File: config.mk
export PLATFORM = sky130hd
export DESIGN_NAME = bin_to_bcd_seq
export DESIGN_NICKNAME = d
export VERILOG_FILES = /design/src/rtl/bin_to_bcd_seq.sv
export SDC_FILE = /design/constraint.sdc
export NUM_CORES = 1
export LEC_CHECK = 0
export BUFFER_PORTS_ARGS = -buffer_cell sky130_fd_sc_hd__buf_4
export CORE_ASPECT_RATIO = 2
export CORE_MARGIN = 3
export CORE_UTILIZATION = 45
export CTS_BUF_LIST = sky130_fd_sc_hd__clkbuf_16
export CTS_CLUSTER_SIZE = 24
export DETAILED_ROUTE_END_ITERATION = 8
export PLACE_DENSITY = 0.7
export SYNTH_ARGS = -nofsm -noshare
export SYNTH_HDL_FRONTEND = slang
export SYNTH_SLANG_ARGS = --single-unit
File: constraint.sdc
create_clock -name clk -period 3.05 [get_ports clk]
set_clock_uncertainty 0.15 [all_clocks]
set_input_delay 0.61 -clock clk [delete_from_list [all_inputs] [get_ports clk]]
set_output_delay 0.61 -clock clk [all_outputs]
set_load 0.05 [all_outputs]
File: src/rtl/bin_to_bcd_seq.sv
// bin_to_bcd_seq: sequential binary-to-BCD converter (shift-add-3 / double dabble).
// Converts one BIN_W-bit unsigned operand per request into DIGITS packed BCD digits,
// processing one input bit per clock. The result is truncated to value mod 10^DIGITS.
//
// Optional feature: define BIN_TO_BCD_OVF_EN to add the ovf output, which flags
// inputs that do not fit in DIGITS digits.
//
// Ports:
//   clk        in   clock, all state updates on the rising edge
//   rst        in   synchronous active-high reset
//   in_valid   in   bin_in carries a value to convert
//   in_ready   out  converter idle and able to accept a value
//   bin_in     in   BIN_W-bit unsigned operand
//   out_valid  out  bcd_out holds a finished result
//   out_ready  in   downstream takes the result
//   bcd_out    out  packed BCD, digit k in [4k+3:4k]
//   busy       out  conversion in progress or result pending
//   ovf        out  (BIN_TO_BCD_OVF_EN only) input exceeded 10^DIGITS-1

module bin_to_bcd_seq #(
    parameter int unsigned BIN_W  = 8,
    parameter int unsigned DIGITS = 3
) (
    input  logic                  clk,
    input  logic                  rst,
    input  logic                  in_valid,
    output logic                  in_ready,
    input  logic [BIN_W-1:0]      bin_in,
    output logic                  out_valid,
    input  logic                  out_ready,
    output logic [4*DIGITS-1:0]   bcd_out,
    output logic                  busy
`ifdef BIN_TO_BCD_OVF_EN
    ,
    output logic                  ovf
`endif
);

    localparam int unsigned BCD_W = 4 * DIGITS;
    localparam int unsigned CNT_W = $clog2(BIN_W + 1);
    localparam logic [CNT_W-1:0] CNT_LAST = CNT_W'(BIN_W - 1);

    typedef enum logic [1:0] {
        S_IDLE  = 2'd0,
        S_SHIFT = 2'd1,
        S_DONE  = 2'd2
    } state_e;

    state_e             state_q, state_d;
    logic               in_ready_q, in_ready_d;
    logic               out_valid_q, out_valid_d;
    logic               busy_q, busy_d;

    logic [BIN_W-1:0]   bin_q, bin_d;
    logic [BCD_W-1:0]   work_q, work_d;
    logic [CNT_W-1:0]   cnt_q, cnt_d;
    logic [BCD_W-1:0]   bcd_q, bcd_d;

    logic [BCD_W-1:0]       corr_c;
    logic [BCD_W+BIN_W-1:0] shifted_c;
    logic [BCD_W-1:0]       work_shift_c;
    logic [BIN_W-1:0]       bin_shift_c;

`ifdef BIN_TO_BCD_OVF_EN
    logic               ovf_acc_q, ovf_acc_d;
    logic               ovf_q, ovf_d;
    logic               carry_c;
`endif

    // One double-dabble iteration: +3 on every digit >= 5, then shift {bcd, bin} left.
    always_comb begin
        corr_c = work_q;
        for (int k = 0; k < int'(DIGITS); k++) begin
            if (work_q[4*k +: 4] >= 4'd5) begin
                corr_c[4*k +: 4] = work_q[4*k +: 4] + 4'd3;
            end
        end
        // The top corrected bit falls off here; that is the truncation to DIGITS digits.
        shifted_c = {corr_c[BCD_W-2:0], bin_q, 1'b0};
        {work_shift_c, bin_shift_c} = shifted_c;
`ifdef BIN_TO_BCD_OVF_EN
        carry_c = corr_c[BCD_W-1];
`endif
    end

    // State register.
    always_ff @(posedge clk) begin
        if (rst) begin
            state_q <= S_IDLE;
        end else begin
            state_q <= state_d;
        end
    end

    // Next-state logic.
    always_comb begin
        state_d = state_q;
        case (state_q)
            S_IDLE:  if (in_valid)             state_d = S_SHIFT;
            S_SHIFT: if (cnt_q == CNT_LAST)    state_d = S_DONE;
            S_DONE:  if (out_ready)            state_d = S_IDLE;
            default:                           state_d = S_IDLE;
        endcase
    end

    // Output decode from the next state so the handshake outputs come straight from flops.
    always_comb begin
        in_ready_d  = 1'b0;
        out_valid_d = 1'b0;
        busy_d      = 1'b0;
        case (state_d)
            S_IDLE:  in_ready_d  = 1'b1;
            S_SHIFT: busy_d      = 1'b1;
            S_DONE: begin
                out_valid_d = 1'b1;
                busy_d      = 1'b1;
            end
            default: in_ready_d  = 1'b1;
        endcase
    end

    always_ff @(posedge clk) begin
        if (rst) begin
            in_ready_q  <= 1'b1;
            out_valid_q <= 1'b0;
            busy_q      <= 1'b0;
        end else begin
            in_ready_q  <= in_ready_d;
            out_valid_q <= out_valid_d;
            busy_q      <= busy_d;
        end
    end

    // Datapath next-state: latch on accept, iterate in SHIFT, publish result on entry to DONE.
    always_comb begin
        bin_d  = bin_q;
        work_d = work_q;
        cnt_d  = cnt_q;
        bcd_d  = bcd_q;
`ifdef BIN_TO_BCD_OVF_EN
        ovf_acc_d = ovf_acc_q;
        ovf_d     = ovf_q;
`endif
        case (state_q)
            S_IDLE: begin
                if (in_valid) begin
                    bin_d  = bin_in;
                    work_d = '0;
                    cnt_d  = '0;
`ifdef BIN_TO_BCD_OVF_EN
                    ovf_acc_d = 1'b0;
`endif
                end
            end
            S_SHIFT: begin
                bin_d  = bin_shift_c;
                work_d = work_shift_c;
                cnt_d  = CNT_W'(cnt_q + 1'b1);
`ifdef BIN_TO_BCD_OVF_EN
                ovf_acc_d = ovf_acc_q | carry_c;
`endif
                if (cnt_q == CNT_LAST) begin
                    bcd_d = work_shift_c;
`ifdef BIN_TO_BCD_OVF_EN
                    ovf_d = ovf_acc_q | carry_c;
`endif
                end
            end
            default: ;
        endcase
    end

    always_ff @(posedge clk) begin
        if (rst) begin
            bin_q  <= '0;
            work_q <= '0;
            cnt_q  <= '0;
            bcd_q  <= '0;
`ifdef BIN_TO_BCD_OVF_EN
            ovf_acc_q <= 1'b0;
            ovf_q     <= 1'b0;
`endif
        end else begin
            bin_q  <= bin_d;
            work_q <= work_d;
            cnt_q  <= cnt_d;
            bcd_q  <= bcd_d;
`ifdef BIN_TO_BCD_OVF_EN
            ovf_acc_q <= ovf_acc_d;
            ovf_q     <= ovf_d;
`endif
        end
    end

    assign in_ready  = in_ready_q;
    assign out_valid = out_valid_q;
    assign busy      = busy_q;
    assign bcd_out   = bcd_q;
`ifdef BIN_TO_BCD_OVF_EN
    assign ovf       = ovf_q;
`endif

endmodule

### Yosys cells after proc, flatten, opt, wreduce, memory -nomap -nowiden

Index checks and enable logic that the tools add are counted.

| storage, ports and cells | value |
|---|---|
| flip-flop bits (word level) | 41 |
| latch bits | 0 |
| bits in writable memories | 0 |
| memory bits (read-only) | 0 |
| bits of input ports | 12 |
| output and inout port bits | 15 |
| word-level logic and storage cells | 42 |
| memories | 0 |

| cells by class | value |
|---|---|
| $add $sub $neg | 4 |
| multipliers | 0 |
| divide/modulo/power cells | 0 |
| order comparisons | 3 |
| equal/unequal tests | 6 |
| shift-type cells | 0 |
| mux-type cells | 16 |
| bitwise logic cells | 0 |
| reductions and logical operators | 5 |

Operators by type and width:

| operator | number |
|---|---|
| case mux 12 bit (2 select lines) | 1 |
| case mux 8 bit (2 select lines) | 1 |
| greater-or-equal comparator 4 x 3 -> 1 bit, second input constant | 3 |
| 2-to-1 mux 12 bit | 1 |
| 2-to-1 mux 4 bit | 3 |
| adder 4 x 2 -> 4 bit, second input constant | 2 |
| 2-to-1 mux 8 bit | 1 |
| case mux 4 bit (2 select lines) | 1 |
| 2-to-1 mux 2 bit | 3 |
| case mux 2 bit (3 select lines) | 1 |
| adder 4 x 1 -> 4 bit, second input constant | 1 |
| equality test 2 x 1 -> 1 bit, second input constant | 2 |
| equality test 2 bit, second input constant | 2 |
| equality test 4 x 3 -> 1 bit, second input constant | 1 |
| AND reduction 2 bit | 2 |
| adder 3 x 2 -> 3 bit, second input constant | 1 |
| 2-to-1 mux 1 bit | 3 |
| 2-to-1 mux 3 bit | 1 |
| logical NOT 2 bit | 1 |
| != test 2 bit, second input constant | 1 |
| nonzero test 2 bit | 1 |
| OR reduction 2 bit | 1 |

### Longest topological paths before layout

| depth | value |
|---|---|
| depth in word-level cells | 6 |
| depth in mapped cells | 8 |

### Worst setup path before layout

Ideal clock, no wire load.

| timing | value |
|---|---|
| path type | in2reg |
| from | input in_valid |
| to | register in_ready_q (netlist: in_ready) |
| library setup time | 114 ps |
| arrival | 1,523 ps |
| required time | 2,786 ps |
| path slack | 1,263 ps |
| stages on the path | 7 |
| path buffers | 1 |
| cells stage by stage | nor2_1 > nor2_1 > buf_2 > nand2_1 > ha_1 > nor2_1 > inv_1 |

| between the ends | value |
|---|---|
| longest elaborated chain between the ends | 5 |

RTL lines:

| item | line | source |
|---|---|---|
| start, declared | 26 | `input logic in_valid,` |
| 2-to-1 mux 2 bit (*) | 99 | `S_IDLE: if (in_valid) state_d = S_SHIFT;` |
| case mux 2 bit (3 select lines) (*) | 98 | `case (state_q)` |
| equality test 2 bit or equality test 2 x 1 -> 1 bit (tied branches) | 111 | `case (state_d)` |
| OR reduction 2 bit (no source line) (*) | n/a |  |
| 2-to-1 mux 1 bit (*) | 111 |  |
| via in_ready_d | 50 | `logic in_ready_q, in_ready_d;` |
| end signal, assigned | 128 | `in_ready_q <= in_ready_d;` |
| end, declared | 50 |  |

The timed path passes the listed nets; every way through them passes the cells marked *.
A chain may end at the register's enable or synchronous reset.

### Final worst setup path

| timing | value |
|---|---|
| from | register cnt_q[0] |
| to | register in_ready_q (netlist: in_ready) |

| between the ends | value |
|---|---|
| longest elaborated chain between the ends | 6 |

RTL lines:

| item | line | source |
|---|---|---|
| start, declared | 56 | `logic [CNT_W-1:0] cnt_q, cnt_d;` |
| start signal, assigned | 186 | `cnt_q <= cnt_d;` |
| equality test 4 x 3 -> 1 bit (*) | 100 | `S_SHIFT: if (cnt_q == CNT_LAST) state_d = S_DONE;` |
| 2-to-1 mux 2 bit (*) | 100 |  |
| case mux 2 bit (3 select lines) (*) | 98 |  |
| via state_d[1] | 49 | `state_e state_q, state_d;` |
| equality test 2 bit or equality test 2 x 1 -> 1 bit (tied branches) | 111 |  |
| OR reduction 2 bit (no source line) (*) | n/a |  |
| 2-to-1 mux 1 bit (*) | 111 |  |
| via in_ready_d | 50 |  |

Marks and branches as above.

==> results.yml <==
run_status:
  status: "complete, no violations"
cells_and_area:
  diodes: 0
  finalNetCount: 247
  syn_to_final_growth_pct: 17.9
  final_cell_area_um2: 2220
  drive_above_1_share_pct: 20.7
min_path:
  holdCritPathClass: "reg -> reg"
  worstHoldStart: "work_q[11]"
timing:
  finalSetupViolations: 0
  final.setup.tns_ps: 0
  fmax_mhz: 519
  whs_ps: 340
  period_share_pct: 63.1
  fin_crit_ps: 1930
  tightest_slew_ps: 537
  finalHoldViolCount: 0
  rsz0062_at_grt: "false"
  slew_headroom_pct: 64.1
  slew_violations: 0
floorplanning:
  die_area_um2: 5030
  row_count: 32
  num_io_pins: 27
  initial_core_util_pct: 47.9
  design.core.area_um2: 3920
  die_y_um: 97.4
  dieWidth_um: 51.7
synth:
  syn_area_um2: 1880
  synth_seq_area_share_pct: 43.7
  synth_top_area_share_pct: 43.7
  synthTopCellsByArea: "dfxtp_1 44%, nor2_1 5.6%, ha_1 5.3%, o22ai_2 4.0%, a21oi_1 3.5%"
  synth.avg_cell_area_um2: 9.26
  yosys_warnings: 0
  synth_seq_cells: 41
  synth_edf_count: 0
  synthFlopType: "dfxtp_1"
  synthArstFlopShare_pct: 0
  synth_fp_nets: 223
  synth_cells: 203
  synth_top_cell_by_area: "dfxtp_1"
  ys_types: 33
setup_path:
  worstPathArrival_ps: 1950
  critPathMaxFanout: 9
  worstSetupPathType: "reg -> reg"
  endpoint_kind: "register"
  cp-start-kind: "register"
  critPathRequiredTime_ps: 3070
  setup.worst_path.start: "cnt_q[0]"
  reg2reg_from: "cnt_q[0]"
route:
  via_count: 1506
  dr.pass1.iters: 4
  via_per_inst: 5.42
  wl_per_cell_um: 14.2
  drt_wl_total_mm: 3.94
  drc: 0
  drt_iter0_markers: 32
  ant_nets: 0
clock_network:
  cts_root_buffer: "clkbuf_16"
  cts_setup_buffers: 0
  cts_tree: "yes"
  cts_max_level: 2
  ctsHoldBuffers: 0
  cts_sinks: 41
  clk_latency_ps: 280
  cts.clk_slew.worst_paths_ps: 50
  postCtsResizedCells: 0
  cts_max_path_buffers: 2
  numCtsBuffers: 5
grt:
  grt_max_degree: 43
  track_usage_pct: 17.5
  grt_pass1_vias: 1523
  grt_pass1_wl_mm: 6.79
  antenna_found_initial: 0
  grt-ovfl-total: 0
placed_design:
  portBuffers: 26
  post_dp_cell_area_um2: 2080
  hpwl_mm: 2.82
  routabilityCongestion: 0.748
power_and_ir_drop:
  power.density_nw_per_um2: 507
  vdd.ir_drop.worst_mv: 0.421
  total_leakage_power_nw: 0.866
flow_run:
  drv_cap: 0
worst paths after layout:
kind	slack, ps	cells past startpoint	end
setup reg to reg	1120	7	in_ready
hold / removal	340	2	work_q[11]
hold reg to reg	340	2	work_q[11]
setup / recovery	1120	7	in_ready
worst max-delay path: stages (launching register included):
cell and delay (ps):
dfxtp_1 370, ha_1 250, nand4b_4 120, nor2_2 360
a21o_1 150, ha_1 220, nor2_1 140, inv_1 50
cells in the final DEF (no fill, tap or decap), types with 3 or more instances in the layout:
master     count
o22ai_2        6
a22oi_1        3
nand3_1        4
o21ai_0        9
o32ai_1        5
xnor2_1        3
nor2b_1        9
nand3b_1       4
nor3b_1        5
nor2_1        28
nor3_1        10
mux2_2         4
clkbuf_16      5
inv_1          9
dfxtp_1       41
a211oi_1       5
a21oi_1       13
o22ai_1        7
buf_4         28
ha_1           8
nand2b_1      10
routing by layer:
metal  vias up  GRT usage (%)  wire length, um
met5         -              0                0
met4         0           6.67               86
met3         8           3.69              116
met2        25           31.8             2250
met1       715           18.8             1490
li1        758              -                -
power by group:
part           total (W)  internal, W  switching (W)  leakage, nW
combinational  0.0000845    0.0000359      0.0000486        0.464
sequential      0.000560     0.000550      0.0000106        0.333
clock           0.000479     0.000292       0.000187       0.0685
Yosys cell counts, types with 3 or more instances:
master	instances
ha_1	8
o21ai_0	9
nand3_1	4
mux2_2	4
o22ai_2	6
nor3_1	10
xnor2_1	3
buf_6	3
nor3b_1	5
a22oi_1	3
nor2_1	28
a21oi_1	13
o32ai_1	5
o22ai_1	7
dfxtp_1	41
nor2b_1	9
a211oi_1	5
nand3b_1	4
inv_1	8
clkbuf_1	5
nand2b_1	10
cell type report:
type                       instances  area (um^2)
inverter                           8         30.0
multi-input combinational        143          958
timing repair buffer              28          210
clock inverter                     2         7.51
tap                               51         63.8
sequential                        41          821
fill                             407         1710
clock buffer                       5          125
logic make-up (layout without fill, tap and decap cells):
kind of cell	Yosys count	in the layout	share of synthesized area (%)
multiplexers	5	5	2.93
buffers and inverters	19	43	5.33
XOR/XNOR	3	3	1.40
AO/OA/AOI/OAI	50	50	18.6
flip-flops	41	41	43.7
adder cells (fa/ha/maj)	8	8	5.33
AND/OR/NAND/NOR	77	77	22.8
flip-flops by register name (all words and copies together) (netlist names):
name / flops
work_q: 12
bcd_out: 12
in_ready: 1
busy: 1
cnt_q: 4
out_valid: 1
state_q: 2
bin_q: 8
through the flow:
stage | worst slack, ps | power, W | std cells | util [%]
finish | 1120 | 0.00112 | 278 | 56.5
global route | 921 | 0.00117 | 278 | 56.5
detailed placement | 1110 | 0.000657 | 271 | 53.1
floorplan | 1260 | 0.000631 | 203 | -
CTS | 1100 | 0.00114 | 278 | 56.5
global placement | 1170 | 0.000656 | 271 | 53.1
Power figures use the tool's default switching activity.
